**src/rtl/imem_dmem_arbiter.sv**
```systemverilog
// ============================================================================
// Module   : imem_dmem_arbiter
// Purpose  : Shares one single-port synchronous memory between the instruction
//            fetch and load/store ports. Data has priority; the instruction
//            side is forced to win after MAX_WAIT consecutive losses.
//            Optional macro ARB_PERF_CNT_EN adds conflict/starvation counters.
// Revision : 1.0 - initial release
// ============================================================================
`default_nettype none

module imem_dmem_arbiter #(
  parameter int ADDR_W   = 32,
  parameter int DATA_W   = 32,
  parameter int MAX_WAIT = 4
) (
  input  logic                clk,
  input  logic                rst,
  input  logic                i_req,
  input  logic [ADDR_W-1:0]   i_addr,
  output logic                i_gnt,
  output logic                i_rvalid,
  output logic [DATA_W-1:0]   i_rdata,
  input  logic                d_req,
  input  logic                d_we,
  input  logic [DATA_W/8-1:0] d_be,
  input  logic [ADDR_W-1:0]   d_addr,
  input  logic [DATA_W-1:0]   d_wdata,
  output logic                d_gnt,
  output logic                d_rvalid,
  output logic [DATA_W-1:0]   d_rdata,
  output logic                m_en,
  output logic                m_we,
  output logic [DATA_W/8-1:0] m_be,
  output logic [ADDR_W-1:0]   m_addr,
  output logic [DATA_W-1:0]   m_wdata,
  input  logic [DATA_W-1:0]   m_rdata
`ifdef ARB_PERF_CNT_EN
  ,
  output logic [31:0]         conflict_cnt,
  output logic [31:0]         starve_cnt
`endif
);

  localparam logic [1:0] ST_IDLE = 2'd0;
  localparam logic [1:0] ST_I_RD = 2'd1;
  localparam logic [1:0] ST_D_RD = 2'd2;
  localparam logic [1:0] ST_D_WR = 2'd3;

  localparam logic [3:0] WAIT_LIMIT = 4'(MAX_WAIT);

  logic [1:0] resp_state;
  logic [1:0] resp_next;
  logic [3:0] wait_cnt;
  logic       i_req_q;
  logic       d_req_q;
  logic       force_i;

  // Requests are masked while reset is held so every output reads as 0.
  assign i_req_q = i_req & rst;
  assign d_req_q = d_req & rst;
  assign force_i = (wait_cnt == WAIT_LIMIT);

  always_comb begin
    i_gnt = i_req_q & (~d_req_q | force_i);
    d_gnt = d_req_q & ~i_gnt;
    m_en  = i_gnt | d_gnt;
  end

  always_comb begin
    m_we    = 1'b0;
    m_be    = '0;
    m_addr  = '0;
    m_wdata = '0;
    if (i_gnt) begin
      m_be   = '1;
      m_addr = i_addr;
    end else if (d_gnt) begin
      m_we    = d_we;
      m_be    = d_be;
      m_addr  = d_addr;
      m_wdata = d_wdata;
    end
  end

  always_comb begin
    resp_next = ST_IDLE;
    if (i_gnt)
      resp_next = ST_I_RD;
    else if (d_gnt)
      resp_next = d_we ? ST_D_WR : ST_D_RD;
  end

  always_ff @(posedge clk or negedge rst) begin
    if (!rst) begin
      resp_state <= ST_IDLE;
      wait_cnt   <= 4'd0;
    end else begin
      resp_state <= resp_next;
      if (!i_req_q || i_gnt)
        wait_cnt <= 4'd0;
      else if (d_gnt && !force_i)
        wait_cnt <= wait_cnt + 4'd1;
    end
  end

  always_comb begin
    i_rvalid = 1'b0;
    i_rdata  = '0;
    d_rvalid = 1'b0;
    d_rdata  = '0;
    case (resp_state)
      ST_I_RD: begin
        i_rvalid = 1'b1;
        i_rdata  = m_rdata;
      end
      ST_D_RD: begin
        d_rvalid = 1'b1;
        d_rdata  = m_rdata;
      end
      ST_D_WR: d_rvalid = 1'b1;
      default: ;
    endcase
  end

`ifdef ARB_PERF_CNT_EN
  // A starvation event is an instruction win that beat a pending data request.
  always_ff @(posedge clk or negedge rst) begin
    if (!rst) begin
      conflict_cnt <= 32'd0;
      starve_cnt   <= 32'd0;
    end else begin
      if (i_req_q && d_req_q)
        conflict_cnt <= conflict_cnt + 32'd1;
      if (i_gnt && d_req_q)
        starve_cnt <= starve_cnt + 32'd1;
    end
  end
`endif

endmodule

`default_nettype wire

```
**config.mk**
```make
export PLATFORM = sky130hd
export DESIGN_NAME = imem_dmem_arbiter
export DESIGN_NICKNAME = d
export VERILOG_FILES = /design/src/rtl/imem_dmem_arbiter.sv
export SDC_FILE = /design/constraint.sdc
export NUM_CORES = 1
export LEC_CHECK = 0
export ABC_CLOCK_PERIOD_IN_PS = 2400
export BUFFER_PORTS_ARGS = -buffer_cell sky130_fd_sc_hd__buf_2
export CORE_AREA = 2 2 107 109
export DETAILED_ROUTE_END_ITERATION = 8
export DIE_AREA = 0 0 109 111
export SLEW_MARGIN = 20
export SYNTH_ARGS = -nofsm -noshare
export SYNTH_HDL_FRONTEND = slang
export SYNTH_SLANG_ARGS = --single-unit
```
**constraint.sdc**
```tcl
create_clock -name clk -period 2.4 [get_ports clk]
set_clock_uncertainty 0.05 [all_clocks]
set_input_delay 0.6 -clock clk [delete_from_list [all_inputs] [get_ports clk]]
set_output_delay 0.6 -clock clk [all_outputs]
set_load 0.01 [all_outputs]
```
==> impl_metrics.json, run 1 <==
{
  "outcome": "finished with violations",
  "violations": "setup timing",
  "wl_met2_um": 4036,
  "cts_max_level": 1,
  "synth_cells": 181,
  "first_global_vias": 1997,
  "p_clk_frac": 0.318,
  "grt_max_degree": 35,
  "wl_um": 7963,
  "relSlewSlack": 0.8369,
  "pwr-share-comb": 0.557,
  "power.net_switching_w": 0.0002741,
  "critPathArrivalTime_ns": 1.79,
  "cap_violations": 0,
  "cts_tree": "built",
  "highest_layer": "met4",
  "routedWlPerCell_um": 13.21,
  "synth.distinct_cells": 22,
  "cts_buffers": 3,
  "diodes": 0,
  "ant_nets": 0,
  "setup_viol": 32,
  "drive_above_1_share": 0.6717,
  "power_leakage_nw": 2.022,
  "swShare": 0.3225,
  "root_buffer": "clkbuf_16",
  "wl_met1_um": 2914,
  "antenna_found_initial": 0,
  "hold_viol_final": 0,
  "avgSynthCellArea_sq_um": 7.348,
  "start_util": 0.1201,
  "slew_viol_final": 0,
  "portBuffers": 274,
  "num_rows": 39,
  "clk_pin_slew_worst_paths_ns": 0.03,
  "via_count": 2365,
  "fin_crit_ns": 2.437,
  "synth_top_cell_by_area": "and2_1",
  "power_frac_seq": 0.125,
  "dieHeight_um": 111,
  "drt_iter0_drc": 110,
  "track_usage": 0.1082,
  "wl_met3_um": 978,
  "cts_buffer_depth": 2,
  "powerDensity_nw_per_um2": 263.5,
  "die_w_um": 109,
  "rsz0062_at_grt": "true",
  "ys_ff_latch": 6,
  "drcViolationCount": 0,
  "gp_congestion": 0.8091,
  "startpoint_type": "register",
  "place_hpwl_um": 5818,
  "dr.pass1.iters": 4,
  "finalWorstSetupSlack_ns": -0.03714,
  "yosysMostFrequentCell": "and2_1",
  "cts_sinks": 6,
  "detailedPlace.worstSlack_ns": 0.1362,
  "cp_max_fo": 17,
  "synth_area_leaders": "and2_1 46%, a22o_1 21%, dfrtp_1 11%, buf_6 3.4%, clkbuf_1 2.8%",
  "ys_async_sr_fraction": 1.000,
  "yosys_warnings": 0,
  "required_ns": 1.75,
  "synthTopCellsByCount": "97 x and2_1, 32 x a22o_1, 10 x clkbuf_1",
  "viasPerCell": 3.922,
  "grt-ovfl-total": 0,
  "crit_path_end_kind": "output pin",
  "synth_nets": 320,
  "synth_ff_type": "dfrtp_1",
  "nets": 601,
  "layout-area-overhead-vs-synth_pct": 142.6,
  "finalInstanceArea_sq_um": 3227,
  "internal_power_w": 0.0005760,
  "hp-class": "input pin to async pin",
  "seq_area_frac_synth": 0.1129,
  "dieArea_sq_um": 12100,
  "synth_edf_count": 0,
  "synth.top_cell.area_share": 0.4563,
  "syn_area_sq_um": 1330,
  "worstMarginPinSlew_ns": 0.2447,
  "timing.fmax_mhz": 410.3,
  "grt_pass1_wl_um": 10120,
  "insertion_delay_ns": 0.23,
  "core-area_sq_um": 11080,
  "path_class": "register to output pin",
  "fin_crit_sh": 1.015,
  "pin_count": 275,
  "worst_ir_drop_vdd_mv": 0.1779,
  "placed_area_sq_um": 2841
}
-- worst max-delay path, stage by stage (launching register included) --
cell and delay (ns):
dfrtp_1 0.36, inv_1 0.05, ha_1 0.13, nand3b_1 0.13, o211a_4 0.35, buf_12 0.17, a22o_1 0.20, buf_2 0.15
-- layout make-up --
class                   count  area [sq um]
fillers                  1212          7850
repair buffers            296          1734
multi-input cells         151          1074
well taps                 143         178.9
flip-flops and latches      6         150.1
clock buffers               3         75.07
inverters                   4         15.01
-- layout by cell type, fill, tap and decap left out, types with 2 or more instances in the layout --
master     instances
and2_4             4
buf_16             3
a22o_1            32
buf_4             10
nor2_1             4
nor2b_1            2
dfrtp_1            6
and2_1            93
buf_2            269
ha_1               2
clkbuf_16          7
a31o_2             4
buf_6              8
buf_12             2
inv_1              4
-- cell families after synthesis --
group	after synthesis	synth area share
buffers and inverters	24	0.1016
AOI/OAI and AO/OA	40	0.2596
DFF	6	0.1129
xor gates and xnor gates	2	0.01317
and+or+nand+nor	107	0.4939
adders and majority gates	2	0.01881
-- what timing repair did --
item,4_1_cts,5_1_grt
hold buffers,0,0
pin swaps,2,5
setup buffers,7,1
cloned,3,5
resized for setup,6,9
setup endpoints to repair,65,70
-- registers in the layout, summed over array words and instances, names as in the netlist --
name	flops
resp_state	2
wait_cnt	4
-- power by group through the flow --
stage	clock, W	combinational, W	sequential, W
6_report	0.000271	0.000474	0.000106
5_1_grt	0.000287	0.000516	0.000107
4_1_cts	0.000278	0.000448	0.000106
3_5_place_dp	0	0.000420	0.000108
3_3_place_gp	0	0.000422	0.000108
2_1_floorplan	0	0.000190	0.000107
-- worst paths after layout --
kind | to | start | slack (ns) | cells after the start
max | m_addr[0] | wait_cnt[0] | -0.04 | 7
min | wait_cnt[1] | rst | 0.28 | 2
max reg2reg | resp_state[0] | wait_cnt[0] | 0.69 | 7
min reg2reg | wait_cnt[0] | wait_cnt[0] | 0.48 | 2
max in group asynchronous | resp_state[1] | rst | 1.90 | 2
min in group clk | wait_cnt[0] | wait_cnt[0] | 0.48 | 2
-- routing by layer --
layer / vias to the layer above / GRT usage
met5: - / 0
met4: 0 / 0.01538
met3: 4 / 0.01117
met2: 195 / 0.2079
met1: 1001 / 0.1286
li1: 1165 / -
-- metrics by stage --
step	power [W]	setup TNS [ns]	hold slack [ns]	cells	util
2_1_floorplan	0.0002975	0	0.2544	181	-
3_3_place_gp	0.0005298	0	0.4234	584	0.2565
3_5_place_dp	0.0005272	0	0.4369	584	0.2565
4_1_cts	0.0008317	-0.6617	0.2897	597	0.2771
5_1_grt	0.0009091	-6.861	0.2954	603	0.2913
6_report	0.0008502	-0.3099	0.2840	603	0.2913
No activity file was read; power rests on OpenSTA's default activity.
==> run 2, diff against run 1 <==
- GPL_TIMING_DRIVEN: default -> 0
==> impl_metrics.json, run 2 (synthesized netlist as in run 1, its figures left out) <==
{
  "startpoint_type": "register",
  "drcViolationCount": 0,
  "layout-area-overhead-vs-synth_pct": 129.7,
  "finalInstanceArea_sq_um": 3055,
  "clk_pin_slew_worst_paths_ns": 0.03,
  "fin_crit_ns": 2.493,
  "grt_pass1_wl_um": 9929,
  "ant_nets": 0,
  "cts_max_level": 1,
  "core-area_sq_um": 11080,
  "finalSetupTns_ns": -2.355,
  "portBuffers": 273,
  "detailedPlace.worstSlack_ns": -0.2444,
  "cts_buffers": 3,
  "place_hpwl_um": 6379,
  "root_buffer": "clkbuf_16",
  "grt_max_degree": 12,
  "reg_top3": "wait_cnt: 4 flops, resp_state: 2 flops",
  "power.net_switching_w": 0.0002636,
  "outcome": "finished with violations",
  "num_rows": 39,
  "pin_count": 275,
  "setup_viol": 35,
  "internal_power_w": 0.0005526,
  "track_usage": 0.1035,
  "pwr-share-comb": 0.540,
  "worstMarginPinSlew_ns": 0.3531,
  "power_frac_seq": 0.132,
  "viasPerCell": 3.916,
  "final_cell_mix": "273 x buf_2, 97 x and2_1, 32 x a22o_1",
  "hold_viol_final": 0,
  "largest_register_ffs": 4,
  "cp_max_fo": 10,
  "diodes": 0,
  "dieArea_sq_um": 12100,
  "antenna_found_initial": 0,
  "grt-ovfl-total": 0,
  "cap_violations": 0,
  "largest_register": "wait_cnt",
  "wl_um": 7204,
  "worst_ir_drop_vdd_mv": 0.3062,
  "placed_area_sq_um": 2875,
  "post-route-util": 0.2758,
  "relSlewSlack": 0.7646,
  "drive_above_1_share": 0.6501,
  "path_class": "register to output pin",
  "crit_path_end_kind": "output pin",
  "rsz0062_at_grt": "true",
  "first_global_vias": 2045,
  "start_util": 0.1201,
  "worstReg2RegStart": "wait_cnt[0]",
  "finalWorstSetupSlack_ns": -0.09254,
  "gp_congestion": 0.8587,
  "slew_viol_final": 0,
  "p_clk_frac": 0.328,
  "dieHeight_um": 111,
  "insertion_delay_ns": 0.23,
  "startpoint": "wait_cnt[0]",
  "fin_crit_sh": 1.039,
  "cts_tree": "built",
  "violations": "setup timing",
  "swShare": 0.3230,
  "powerDensity_nw_per_um2": 267.1,
  "postCtsHoldBufs": 0,
  "power_leakage_nw": 1.955,
  "routedWlPerCell_um": 11.89,
  "timing.fmax_mhz": 401.2,
  "layout_commonest_cell": "buf_2",
  "required_ns": 1.75,
  "via_count": 2373,
  "dr.pass1.iters": 4,
  "hp-class": "input pin to async pin",
  "cts_buffer_depth": 2,
  "die_w_um": 109,
  "critPathArrivalTime_ns": 1.84,
  "drt_iter0_drc": 61,
  "nets": 604,
  "cts_sinks": 6
}
## run 2: cell types whose count changed in the layout (fill, tap and decap cells not counted), moves of 4 or more
cell / previous run / this run
and2_4: 4 / 0
buf_2: 269 / 273
and2_1: 93 / 97
clkbuf_1: 0 / 7
clkbuf_16: 7 / 3
## run 2: through the flow
stage,power [W],instances,hold WS [ns]
2_1_floorplan,0.0002975,181,0.2544
3_3_place_gp,0.0005379,597,0.3925
3_5_place_dp,0.0005375,597,0.3897
4_1_cts,0.0008213,606,0.1539
5_1_grt,0.0008738,606,0.1594
6_report,0.0008162,606,0.1548
## run 2: metal layers
layer	part of all wire	GRT usage	vias up
met5	0	0	-
met4	0.0050	0.009402	0
li1	-	-	1169
met2	0.51	0.2021	176
met3	0.12	0.01705	4
met1	0.37	0.1185	1024
## run 2: area by class of cell
cell class	instances	area, sq um
Fill cell	1242	8021
Timing Repair Buffer	279	1426
Multi-Input combinational cell	151	1056
Tap cell	143	178.9
Buffer	20	153.9
Sequential cell	6	150.1
Clock buffer	3	75.07
Inverter	4	15.01
## run 2: power groups by stage
| stage | clock network [W] | registers (W) | logic, W |
|---|---|---|---|
| after CTS | 0.000272 | 0.000107 | 0.000442 |
| after detailed placement | 0 | 0.000109 | 0.000429 |
| after floorplan | 0 | 0.000107 | 0.000190 |
| after global placement | 0 | 0.000109 | 0.000429 |
| after global routing | 0.000284 | 0.000107 | 0.000483 |
| final | 0.000268 | 0.000107 | 0.000441 |
## run 2: repair_timing
action / in CTS / in global routing
cloned: 0 / 0
setup endpoints to repair: 71 / 69
setup buffers: 6 / 0
gates resized for setup: 9 / 12
endpoints found under the hold margin: 0 / 0
pin swaps: 1 / 1
## run 2: final timing paths
path                            endpoint  slack [ns]  cells past startpoint
max in group asynchronous    wait_cnt[3]        2.02                      1
min in group clk             wait_cnt[3]        0.48                      2
max                           m_addr[14]       -0.09                      8
min reg2reg                  wait_cnt[3]        0.48                      2
max reg2reg                resp_state[0]        0.78                      7
min                        resp_state[0]        0.15                      1
## run 2: worst max-delay path: stages, from the launching register on
cell and delay (ns):
dfrtp_1 0.37, inv_1 0.06, ha_1 0.13, nand3b_1 0.15
o211a_4 0.29, buf_8 0.14, buf_6 0.13, a22o_1 0.20
buf_2 0.14
==> run 3, diff against run 2 <==
- SKIP_CTS_REPAIR_TIMING: default -> 1
==> impl_metrics.json, run 3 (synthesized netlist as in run 1, its figures left out) <==
{
  "fin_crit_sh": 1.070,
  "root_buffer": "clkbuf_16",
  "cp_max_fo": 10,
  "layout-area-overhead-vs-synth_pct": 130.0,
  "power_frac_seq": 0.132,
  "place_hpwl_um": 6379,
  "cp.depth": 8,
  "diodes": 0,
  "r2r_slack_ns": 0.71,
  "worstMarginPinSlew_ns": 0.3542,
  "worstPathCellList": "inv_1 > ha_1 > nand3b_1 > o211a_4 > buf_8 > buf_6 > a22o_1 > buf_2",
  "grt-ovfl-total": 0,
  "largest_register_ffs": 4,
  "grt_pass1_wl_um": 9798,
  "relSlewSlack": 0.7639,
  "pin_count": 275,
  "crit_family": "compound AO/OA/AOI/OAI gates",
  "hp-class": "input pin to async pin",
  "cts_buffer_depth": 2,
  "finalWorstSetupSlack_ns": -0.1679,
  "drt_iter0_drc": 71,
  "critPathArrivalTime_ns": 1.92,
  "worstReg2RegStart": "wait_cnt[0]",
  "track_usage": 0.1022,
  "num_rows": 39,
  "layout_commonest_cell": "buf_2",
  "finalNonFillerCells": 607,
  "cap_violations": 0,
  "cts_buffers": 3,
  "drive_above_1_share": 0.6509,
  "insertion_delay_ns": 0.23,
  "core-area_sq_um": 11080,
  "ant_nets": 0,
  "nets": 605,
  "dp.cells": 597,
  "largest_register": "wait_cnt",
  "crit_path_end_kind": "output pin",
  "portBuffers": 273,
  "outcome": "finished with violations",
  "die_w_um": 109,
  "cts_tree": "built",
  "dieArea_sq_um": 12100,
  "routedWlPerCell_um": 11.84,
  "dieHeight_um": 111,
  "violations": "setup timing",
  "cts_sinks": 6,
  "startpoint": "wait_cnt[0]",
  "reg_top3": "wait_cnt: 4 flops, resp_state: 2 flops",
  "internal_power_w": 0.0005544,
  "powerDensity_nw_per_um2": 267.1,
  "holdWs_ns": 0.1558,
  "start_util": 0.1201,
  "fillCellCount": 1244,
  "fin_crit_ns": 2.568,
  "placed_area_sq_um": 2875,
  "swShare": 0.3216,
  "power.net_switching_w": 0.0002628,
  "finalSetupTns_ns": -5.816,
  "crit_buf_inv": 4,
  "rsz0062_at_grt": "true",
  "cpMaxStageDelayCell": "dfrtp_1",
  "worst_ir_drop_vdd_mv": 0.2953,
  "slew_viol_final": 0,
  "viasPerCell": 3.926,
  "required_ns": 1.75,
  "gp_congestion": 0.8587,
  "timing.fmax_mhz": 389.4,
  "via_count": 2383,
  "power_leakage_nw": 1.961,
  "wl_um": 7184,
  "clk_pin_slew_worst_paths_ns": 0.03,
  "startpoint_type": "register",
  "pwr-share-comb": 0.542,
  "drcViolationCount": 0,
  "grt_max_degree": 12,
  "finalInstanceArea_sq_um": 3059,
  "p_clk_frac": 0.327,
  "hold_viol_final": 0,
  "cpPeakStageDelay_ns": 0.40,
  "antenna_found_initial": 0,
  "r2r.worst_path.cells": 7,
  "setup_viol": 60,
  "cts_max_level": 1,
  "path_class": "register to output pin",
  "final_cell_mix": "273 x buf_2, 97 x and2_1, 32 x a22o_1",
  "first_global_vias": 2008,
  "dr.pass1.iters": 4
}
## run 3: changes by cell type in the layout (fill, tap and decap cells not counted), sizes merged
cell,previous run,this run
clkbuf,12,11
buf,290,292
## run 3: path summary, 6_finish.rpt
check / endpoint
worst min-delay path: resp_state[0]
worst min register to register: wait_cnt[0]
worst max register to register: resp_state[0]
min in group clk: wait_cnt[0]
worst max-delay path: m_addr[7]
max in group asynchronous: wait_cnt[3]
## run 3: per-stage QoR
stage / power (W) / worst slack [ns] / util
after global placement: 0.0005379 / -0.2688 / 0.2596
after global routing: 0.0008754 / -0.2374 / 0.2762
after floorplan: 0.0002975 / 0.3017 / -
after detailed placement: 0.0005375 / -0.2444 / 0.2596
final: 0.0008171 / -0.1679 / 0.2762
after CTS: 0.0008104 / -0.2590 / 0.2664
## run 3: per-layer routing
layer / GRT usage / wire, um / vias up
met5: 0 / 0 / -
met4: 0.009402 / 38 / 0
met3: 0.01705 / 837 / 4
met2: 0.1992 / 3652 / 178
met1: 0.1172 / 2655 / 1030
li1: - / - / 1171
## run 3: area by class of cell
cell class                 count  area, sq um  share of cell area
tap                          143        178.9             0.05849
timing repair buffer         280         1434              0.4687
clock buffer                   3        75.07             0.02454
inverter                       4        15.01            0.004908
buffer                        20        150.1             0.04908
multi-input combinational    151         1056              0.3452
sequential                     6        150.1             0.04908
## run 3: power groups by stage
| stage | clock network, W | logic, W | registers, W |
|---|---|---|---|
| floorplan | 0 | 0.000190 | 0.000107 |
| global placement | 0 | 0.000429 | 0.000109 |
| detailed placement | 0 | 0.000429 | 0.000109 |
| CTS | 0.000272 | 0.000431 | 0.000108 |
| global route | 0.000283 | 0.000484 | 0.000108 |
| finish | 0.000267 | 0.000443 | 0.000108 |
